`config.mk`:
```
export PLATFORM = sky130hd
export DESIGN_NAME = pipeline_ctrl_flat
export DESIGN_NICKNAME = d
export VERILOG_FILES = /design/src/rtl/pipe_pkg.sv /design/src/rtl/pipeline_ctrl_if.sv /design/src/rtl/pipeline_ctrl_scoreboard.sv /design/src/rtl/pipeline_ctrl.sv /design/src/flat_wrapper.sv
export SDC_FILE = /design/constraint.sdc
export NUM_CORES = 1
export LEC_CHECK = 0
export BUFFER_PORTS_ARGS = -buffer_cell sky130_fd_sc_hd__buf_4
export CORE_UTILIZATION = 30
export CTS_CLUSTER_SIZE = 12
export DETAILED_ROUTE_END_ITERATION = 12
export GPL_TIMING_DRIVEN = 0
export HOLD_SLACK_MARGIN = 0.02
export PLACE_DENSITY = 0.45
export SLEW_MARGIN = 20
export SYNTH_ARGS = -nofsm -noshare
export SYNTH_HDL_FRONTEND = slang
export SYNTH_SLANG_ARGS = --single-unit
```
`constraint.sdc`:
```
create_clock -name clock -period 4.8 [get_ports clock]
set_input_delay 0.72 -clock clock [delete_from_list [all_inputs] [get_ports clock]]
set_output_delay 0.72 -clock clock [all_outputs]
set_load 0.02 [all_outputs]
```
`src/rtl/pipe_pkg.sv`:
```
// Shared types and constants for the pipeline issue controller.
package pipe_pkg;

    localparam int NUM_REGS = 32;
    localparam int ADDR_W   = $clog2(NUM_REGS);

    typedef enum logic {
        MUL_IDLE = 1'b0,
        MUL_BUSY = 1'b1
    } mul_state_t;

    // Instruction that issued last cycle and now sits in register read.
    // addr is zero when the instruction does not write the register file.
    typedef struct packed {
        logic              valid;
        logic [ADDR_W-1:0] addr;
        logic              is_mul;
    } issue_rec_t;

    // Register 0 is hardwired zero and never tracked.
    function automatic logic is_reg(input logic [ADDR_W-1:0] addr);
        return addr != '0;
    endfunction

endpackage

```
`src/rtl/pipeline_ctrl_if.sv`:
```
// Decode / writeback / flush handshake between the pipeline and its issue controller.
interface pipeline_ctrl_if;
    import pipe_pkg::*;

    logic                dec_valid;
    logic [ADDR_W-1:0]   dec_read_addr_a;
    logic [ADDR_W-1:0]   dec_read_addr_b;
    logic                dec_reads_a;
    logic                dec_reads_b;
    logic [ADDR_W-1:0]   dec_write_addr;
    logic                dec_int_write_enable;
    logic                dec_is_mul;
    logic                wb_valid;
    logic [ADDR_W-1:0]   wb_write_addr;
    logic                wb_int_write_enable;
    logic                flush;

    logic                issue;
    logic                stall_fetch;
    logic                stall_dec;
    logic                bubble;
    logic                mul_busy;
    logic [NUM_REGS-1:0] pending;

    // Pipeline side: presents decode/writeback state, consumes stall controls.
    modport master (
        output dec_valid, dec_read_addr_a, dec_read_addr_b, dec_reads_a, dec_reads_b,
               dec_write_addr, dec_int_write_enable, dec_is_mul,
               wb_valid, wb_write_addr, wb_int_write_enable, flush,
        input  issue, stall_fetch, stall_dec, bubble, mul_busy, pending
    );

    // Controller side.
    modport slave (
        input  dec_valid, dec_read_addr_a, dec_read_addr_b, dec_reads_a, dec_reads_b,
               dec_write_addr, dec_int_write_enable, dec_is_mul,
               wb_valid, wb_write_addr, wb_int_write_enable, flush,
        output issue, stall_fetch, stall_dec, bubble, mul_busy, pending
    );

endinterface

```
`src/rtl/pipeline_ctrl_scoreboard.sv`:
```
// Per-register in-flight write tracking with two read ports.
module pipeline_ctrl_scoreboard
    import pipe_pkg::*;
(
    input  logic                clock,
    input  logic                reset,
    input  logic                set_en,
    input  logic [ADDR_W-1:0]   set_addr,
    input  logic                clr_en,
    input  logic [ADDR_W-1:0]   clr_addr,
    input  logic                fclr_en,
    input  logic [ADDR_W-1:0]   fclr_addr,
    input  logic [ADDR_W-1:0]   rd_addr_a,
    input  logic [ADDR_W-1:0]   rd_addr_b,
    output logic                rd_a,
    output logic                rd_b,
    output logic [NUM_REGS-1:0] pending
);

    logic [NUM_REGS-1:0] pending_q;
    logic [NUM_REGS-1:0] pending_d;

    // Clears first, then set, so a new writer wins over a same-cycle clear.
    always_comb begin
        pending_d = pending_q;
        if (clr_en) begin
            pending_d[clr_addr] = 1'b0;
        end
        if (fclr_en) begin
            pending_d[fclr_addr] = 1'b0;
        end
        if (set_en) begin
            pending_d[set_addr] = 1'b1;
        end
        pending_d[0] = 1'b0;
    end

    // Scoreboard storage.
    always_ff @(posedge clock or posedge reset) begin
        if (reset) begin
            pending_q <= '0;
        end else begin
            pending_q <= pending_d;
        end
    end

    assign rd_a    = pending_q[rd_addr_a];
    assign rd_b    = pending_q[rd_addr_b];
    assign pending = pending_q;

endmodule

```
`src/rtl/pipeline_ctrl.sv`:
```
// Issue controller: RAW/WAW stall against the scoreboard, multiply sequencing,
// and scoreboard cleanup of the instruction killed in register read on flush.
//
//   state    | meaning
//   ---------+----------------------------------------------------------
//   MUL_IDLE | execute free; decode may issue when hazards allow
//   MUL_BUSY | multiply occupying execute; cnt_q cycles left including this one
module pipeline_ctrl
    import pipe_pkg::*;
#(
    parameter int MUL_LATENCY = 4
) (
    input logic            clock,
    input logic            reset,
    pipeline_ctrl_if.slave bus
);

    localparam int              CNT_W    = (MUL_LATENCY > 1) ? $clog2(MUL_LATENCY) : 1;
    localparam logic [CNT_W-1:0] CNT_LOAD = CNT_W'(MUL_LATENCY - 1);
    localparam logic [CNT_W-1:0] CNT_ONE  = CNT_W'(1);
    localparam bit              MUL_MULTI = (MUL_LATENCY > 1);

    mul_state_t          state_q;
    logic [CNT_W-1:0]    cnt_q;
    logic                mul_busy_q;
    issue_rec_t          rec_q;
    issue_rec_t          rec_d;
    logic [NUM_REGS-1:0] pending;
    logic                pend_a;
    logic                pend_b;
    logic                raw;
    logic                waw;
    logic                issue_c;
    logic                set_en;
    logic                clr_en;
    logic                fclr_en;
    logic                flush_mul;

    pipeline_ctrl_scoreboard u_scoreboard (
        .clock     (clock),
        .reset     (reset),
        .set_en    (set_en),
        .set_addr  (bus.dec_write_addr),
        .clr_en    (clr_en),
        .clr_addr  (bus.wb_write_addr),
        .fclr_en   (fclr_en),
        .fclr_addr (rec_q.addr),
        .rd_addr_a (bus.dec_read_addr_a),
        .rd_addr_b (bus.dec_read_addr_b),
        .rd_a      (pend_a),
        .rd_b      (pend_b),
        .pending   (pending)
    );

    // Hazard detection and issue decision; no bypass from a same-cycle writeback.
    always_comb begin
        raw     = (bus.dec_reads_a && is_reg(bus.dec_read_addr_a) && pend_a) ||
                  (bus.dec_reads_b && is_reg(bus.dec_read_addr_b) && pend_b);
        waw     = bus.dec_int_write_enable && pending[bus.dec_write_addr];
        issue_c = !reset && bus.dec_valid && !raw && !waw && !mul_busy_q && !bus.flush;
    end

    // Scoreboard update requests and the flushed-record decode.
    always_comb begin
        set_en    = issue_c && bus.dec_int_write_enable && is_reg(bus.dec_write_addr);
        clr_en    = bus.wb_valid && bus.wb_int_write_enable && is_reg(bus.wb_write_addr);
        fclr_en   = bus.flush && rec_q.valid && is_reg(rec_q.addr);
        flush_mul = bus.flush && rec_q.valid && rec_q.is_mul;
    end

    // Next issue record: whatever issued this cycle, or an empty slot.
    always_comb begin
        rec_d        = '0;
        rec_d.valid  = issue_c;
        rec_d.is_mul = issue_c && bus.dec_is_mul;
        if (issue_c && bus.dec_int_write_enable) begin
            rec_d.addr = bus.dec_write_addr;
        end
    end

    // Issue record register; flush kills the register-read instruction.
    always_ff @(posedge clock or posedge reset) begin
        if (reset) begin
            rec_q <= '0;
        end else if (bus.flush) begin
            rec_q <= '0;
        end else begin
            rec_q <= rec_d;
        end
    end

    // Multiply occupancy FSM with a down-counter terminating at 1.
    always_ff @(posedge clock or posedge reset) begin
        if (reset) begin
            state_q    <= MUL_IDLE;
            cnt_q      <= '0;
            mul_busy_q <= 1'b0;
        end else begin
            case (state_q)
                MUL_IDLE: begin
                    if (issue_c && bus.dec_is_mul && MUL_MULTI) begin
                        state_q    <= MUL_BUSY;
                        cnt_q      <= CNT_LOAD;
                        mul_busy_q <= 1'b1;
                    end
                end
                MUL_BUSY: begin
                    if (flush_mul || cnt_q == CNT_ONE) begin
                        state_q    <= MUL_IDLE;
                        cnt_q      <= '0;
                        mul_busy_q <= 1'b0;
                    end else begin
                        cnt_q <= cnt_q - CNT_ONE;
                    end
                end
                default: begin
                    state_q    <= MUL_IDLE;
                    cnt_q      <= '0;
                    mul_busy_q <= 1'b0;
                end
            endcase
        end
    end

    assign bus.issue       = issue_c;
    assign bus.stall_fetch = !reset && bus.dec_valid && !issue_c && !bus.flush;
    assign bus.stall_dec   = !reset && bus.dec_valid && !issue_c && !bus.flush;
    assign bus.bubble      = !issue_c;
    assign bus.mul_busy    = mul_busy_q;
    assign bus.pending     = pending;

endmodule

```
`src/flat_wrapper.sv`:
```
// flat-port wrapper written by rule: the top's interface ports become plain ports
module pipeline_ctrl_flat import pipe_pkg::*;
#(
    parameter int MUL_LATENCY = 4
)
  (clock, reset, bus_dec_valid, bus_dec_read_addr_a, bus_dec_read_addr_b, bus_dec_reads_a, bus_dec_reads_b, bus_dec_write_addr, bus_dec_int_write_enable, bus_dec_is_mul, bus_wb_valid, bus_wb_write_addr, bus_wb_int_write_enable, bus_flush, bus_issue, bus_stall_fetch, bus_stall_dec, bus_bubble, bus_mul_busy, bus_pending);
  pipeline_ctrl_if bus_i ();
  input logic clock;
  input logic reset;
  input wire logic [$bits(bus_i.dec_valid)-1:0] bus_dec_valid;
  input wire logic [$bits(bus_i.dec_read_addr_a)-1:0] bus_dec_read_addr_a;
  input wire logic [$bits(bus_i.dec_read_addr_b)-1:0] bus_dec_read_addr_b;
  input wire logic [$bits(bus_i.dec_reads_a)-1:0] bus_dec_reads_a;
  input wire logic [$bits(bus_i.dec_reads_b)-1:0] bus_dec_reads_b;
  input wire logic [$bits(bus_i.dec_write_addr)-1:0] bus_dec_write_addr;
  input wire logic [$bits(bus_i.dec_int_write_enable)-1:0] bus_dec_int_write_enable;
  input wire logic [$bits(bus_i.dec_is_mul)-1:0] bus_dec_is_mul;
  input wire logic [$bits(bus_i.wb_valid)-1:0] bus_wb_valid;
  input wire logic [$bits(bus_i.wb_write_addr)-1:0] bus_wb_write_addr;
  input wire logic [$bits(bus_i.wb_int_write_enable)-1:0] bus_wb_int_write_enable;
  input wire logic [$bits(bus_i.flush)-1:0] bus_flush;
  output wire logic [$bits(bus_i.issue)-1:0] bus_issue;
  output wire logic [$bits(bus_i.stall_fetch)-1:0] bus_stall_fetch;
  output wire logic [$bits(bus_i.stall_dec)-1:0] bus_stall_dec;
  output wire logic [$bits(bus_i.bubble)-1:0] bus_bubble;
  output wire logic [$bits(bus_i.mul_busy)-1:0] bus_mul_busy;
  output wire logic [$bits(bus_i.pending)-1:0] bus_pending;
  assign bus_i.dec_valid = bus_dec_valid;
  assign bus_i.dec_read_addr_a = bus_dec_read_addr_a;
  assign bus_i.dec_read_addr_b = bus_dec_read_addr_b;
  assign bus_i.dec_reads_a = bus_dec_reads_a;
  assign bus_i.dec_reads_b = bus_dec_reads_b;
  assign bus_i.dec_write_addr = bus_dec_write_addr;
  assign bus_i.dec_int_write_enable = bus_dec_int_write_enable;
  assign bus_i.dec_is_mul = bus_dec_is_mul;
  assign bus_i.wb_valid = bus_wb_valid;
  assign bus_i.wb_write_addr = bus_wb_write_addr;
  assign bus_i.wb_int_write_enable = bus_wb_int_write_enable;
  assign bus_i.flush = bus_flush;
  assign bus_issue = bus_i.issue;
  assign bus_stall_fetch = bus_i.stall_fetch;
  assign bus_stall_dec = bus_i.stall_dec;
  assign bus_bubble = bus_i.bubble;
  assign bus_mul_busy = bus_i.mul_busy;
  assign bus_pending = bus_i.pending;
  pipeline_ctrl #(.MUL_LATENCY(MUL_LATENCY)) u_core (.clock(clock), .reset(reset), .bus(bus_i));
endmodule
```
==> flow_summary.toml <==
[logic_synthesis]
synth_edf_count = 0
synthesis.area_sq_um = 3300
synth_seq_cells = 42
yosys.cell_types.count = 47
async_reset_ff_frac = 1.00
syn_inst = 356
synth_area_leaders = "dfrtp_1 32%, mux4_2 10%, nand4_1 7.0%"
ys_seq_area_frac = 0.318
synth_top_area_share = 0.318
synth_area_per_cell_sq_um = 9.27
ys_warn_count = 0
synth_nets = 387
synth_top_area_cell = "dfrtp_1"
synth_flop_cell = "dfrtp_1"

[global_route]
grt_max_degree = 28
grt_pass1_wl_microns = 17900
antenna_found_initial = 0
grt_overflow = 0
grt_usage = 0.210
first_global_vias = 3068

[worst_setup_path]
start_kind = "input port"
worst_setup_path_end_kind = "primary output"
reg2reg_depth = 8
crit_fanout = 8
worstPathArrival_ps = 3020
worstSetupPathType = "input port to primary output"
cp.required_ps = 4080

[final_layout]
fin_nets = 449
antenna_cells = 0
mostFrequentLayoutCell = "buf_4"
syn_to_final_growth_pct = 20.9
mostFrequentLayoutCells = "56 x buf_4, 42 x dfrtp_1, 38 x nand2_1"
drive_gt1_frac = 0.267
fin_area_sq_um = 3990

[power]
net-switching-power_uw = 343
leakagePower_uw = 0.00162
max-vdd-ir-drop_mv = 0.155
internal_power_uw = 623
sw_frac_of_total = 0.355
p_seq_frac = 0.443
power_frac_comb = 0.298
powerDensity_nw_per_um2 = 242
total_power_uw = 966
power_frac_clock = 0.259

[route]
vias_per_cell = 5.84
wire_per_inst_microns = 21.3
ant_nets = 0
drc = 0
drtIter0Drc = 226
routed-wl-met3_microns = 630
first_pass_iters = 5
wl_microns = 11800
num_vias = 3243
highest_layer = "met4"
met2_length_microns = 5520
met1Wirelength_microns = 5500

[clock_tree]
cts_tree = "built"
cts_resized = 0
path_clk_slew_ps = 90
cts-hold-fix-buffers = 0
cts_sinks = 42
htreeDepth = 2
clockBufferDepth = 2
clk_latency_ps = 300
cts_made_buffers = 5
post_cts_buffers = 0
clk_root_buffer_cell = "clkbuf_8"

[floorplan]
die_x_microns = 107
ios = 67
rows = 37
coreArea_sq_um = 10500
die-area_sq_um = 11400
dieHeight_microns = 107
start_util = 0.314

[sta]
period_minus_slack_ps = 3740
finalHoldViolations = 0
grt_setup_unrepaired = "no"
skew_ps = 9.05
min_period_over_period = 0.780
max_freq_mhz = 267
tns_ps = 0
tightest_slew_ps = 1020
setup_viol = 0
slew_violations = 0
setup_ws_ps = 1060
relSlewSlack = 0.313

[worst_hold_path]
hp-class = "input port to asynchronous set/reset pin"

[run]
cap_violations = 0

[place]
postPlaceCellArea_sq_um = 3900
port_buffers = 54
post-dp-hpwl_microns = 9310
gp_congestion = 0.844
dp_worst_setup_slack_ps = 1050

[status]
status = "finished clean"
## power by group through the flow
stage          logic [uW]  registers (uW)  clock network (uW)
6_report              288             428                 251
5_1_grt               313             433                 266
4_1_cts               290             428                 256
3_5_place_dp          289             435                   0
3_3_place_gp          285             434                   0
2_1_floorplan         162             445                   0
## logic make-up after synthesis
group	Yosys count	synth area share
other	1	0.00114
adders and majority gates	1	0.00379
and+or+nand+nor	147	0.239
DFF	42	0.318
AOI/OAI and AO/OA	87	0.189
muxes	32	0.175
buffers and inverters	46	0.0739
## metrics by stage
step / std cells / utilization / hold WS [ps]
floorplan: 356 / - / 463
global placement: 546 / 0.369 / 495
detailed placement: 547 / 0.371 / 492
CTS: 555 / 0.380 / 405
global route: 555 / 0.380 / 414
finish: 555 / 0.380 / 396
## Yosys cell counts, types with 2 or more instances
master / instances
dfrtp_1: 42
nand2_1: 38
nand4_1: 37
nor2_1: 23
o21ai_1: 20
clkbuf_1: 19
a22oi_1: 17
mux4_2: 15
o21ai_0: 12
inv_1: 11
a32oi_1: 10
nor2b_1: 10
mux2i_1: 9
o21ai_2: 7
buf_6: 6
nor3_1: 6
nor3b_1: 6
nand2b_1: 5
a31oi_1: 4
and3_1: 4
clkbuf_2: 4
mux2_2: 4
mux4_1: 4
o211ai_1: 4
o311ai_0: 4
and3b_1: 3
nand3b_1: 3
a21oi_1: 2
a221oi_1: 2
and2_1: 2
and4_1: 2
buf_2: 2
buf_4: 2
nand3_1: 2
or2_2: 2
or4_1: 2
## metal layers
layer  vias to the layer above  GRT usage
met5                         -          0
met1                      1613      0.294
met4                         0     0.0538
met2                       118      0.339
li1                       1500          -
met3                        12     0.0292
## flip-flops by register name (all words and copies together), names as in the netlist
signal                       count
u_core.u_scoreboard.pending     31
u_core.rec_q                     7
u_core.cnt_q                     2
u_core.bus.mul_busy              1
u_core.state_q                   1
## path summary, 6_finish.rpt
| path | start | to | slack, ps |
|---|---|---|---|
| max | bus_dec_read_addr_a[2] | bus_stall_fetch | 1060 |
| min | reset | u_core.u_scoreboard.pending[23]$_DFF_PP0_ | 400 |
| max reg2reg | u_core.u_scoreboard.pending[13]$_DFF_PP0_ | u_core.u_scoreboard.pending[25]$_DFF_PP0_ | 2350 |
| min reg2reg | u_core.cnt_q[1]$_DFFE_PP0P_ | u_core.cnt_q[1]$_DFFE_PP0P_ | 500 |
| max in group asynchronous | reset | u_core.u_scoreboard.pending[18]$_DFF_PP0_ | 3920 |
| min in group clock | u_core.cnt_q[1]$_DFFE_PP0P_ | u_core.cnt_q[1]$_DFFE_PP0P_ | 500 |
## critical path, cell delays in order
cell      delay, ps
clkbuf_1        350
mux4_2          370
mux2i_1         280
nor2b_1         120
o311ai_4        410
and4_1          310
inv_2            50
nor2b_1         130
buf_4           120
buf_4           140
## cell type report
cell class,count,area [sq um]
buffer,34,199
clock buffer,6,82.6
clock inverter,2,12.5
fill,1072,6520
inverter,12,45.0
multi-input combinational,268,2010
sequential,42,1050
tap,136,170
timing repair buffer,55,425
(Power assumes the default switching activity.)
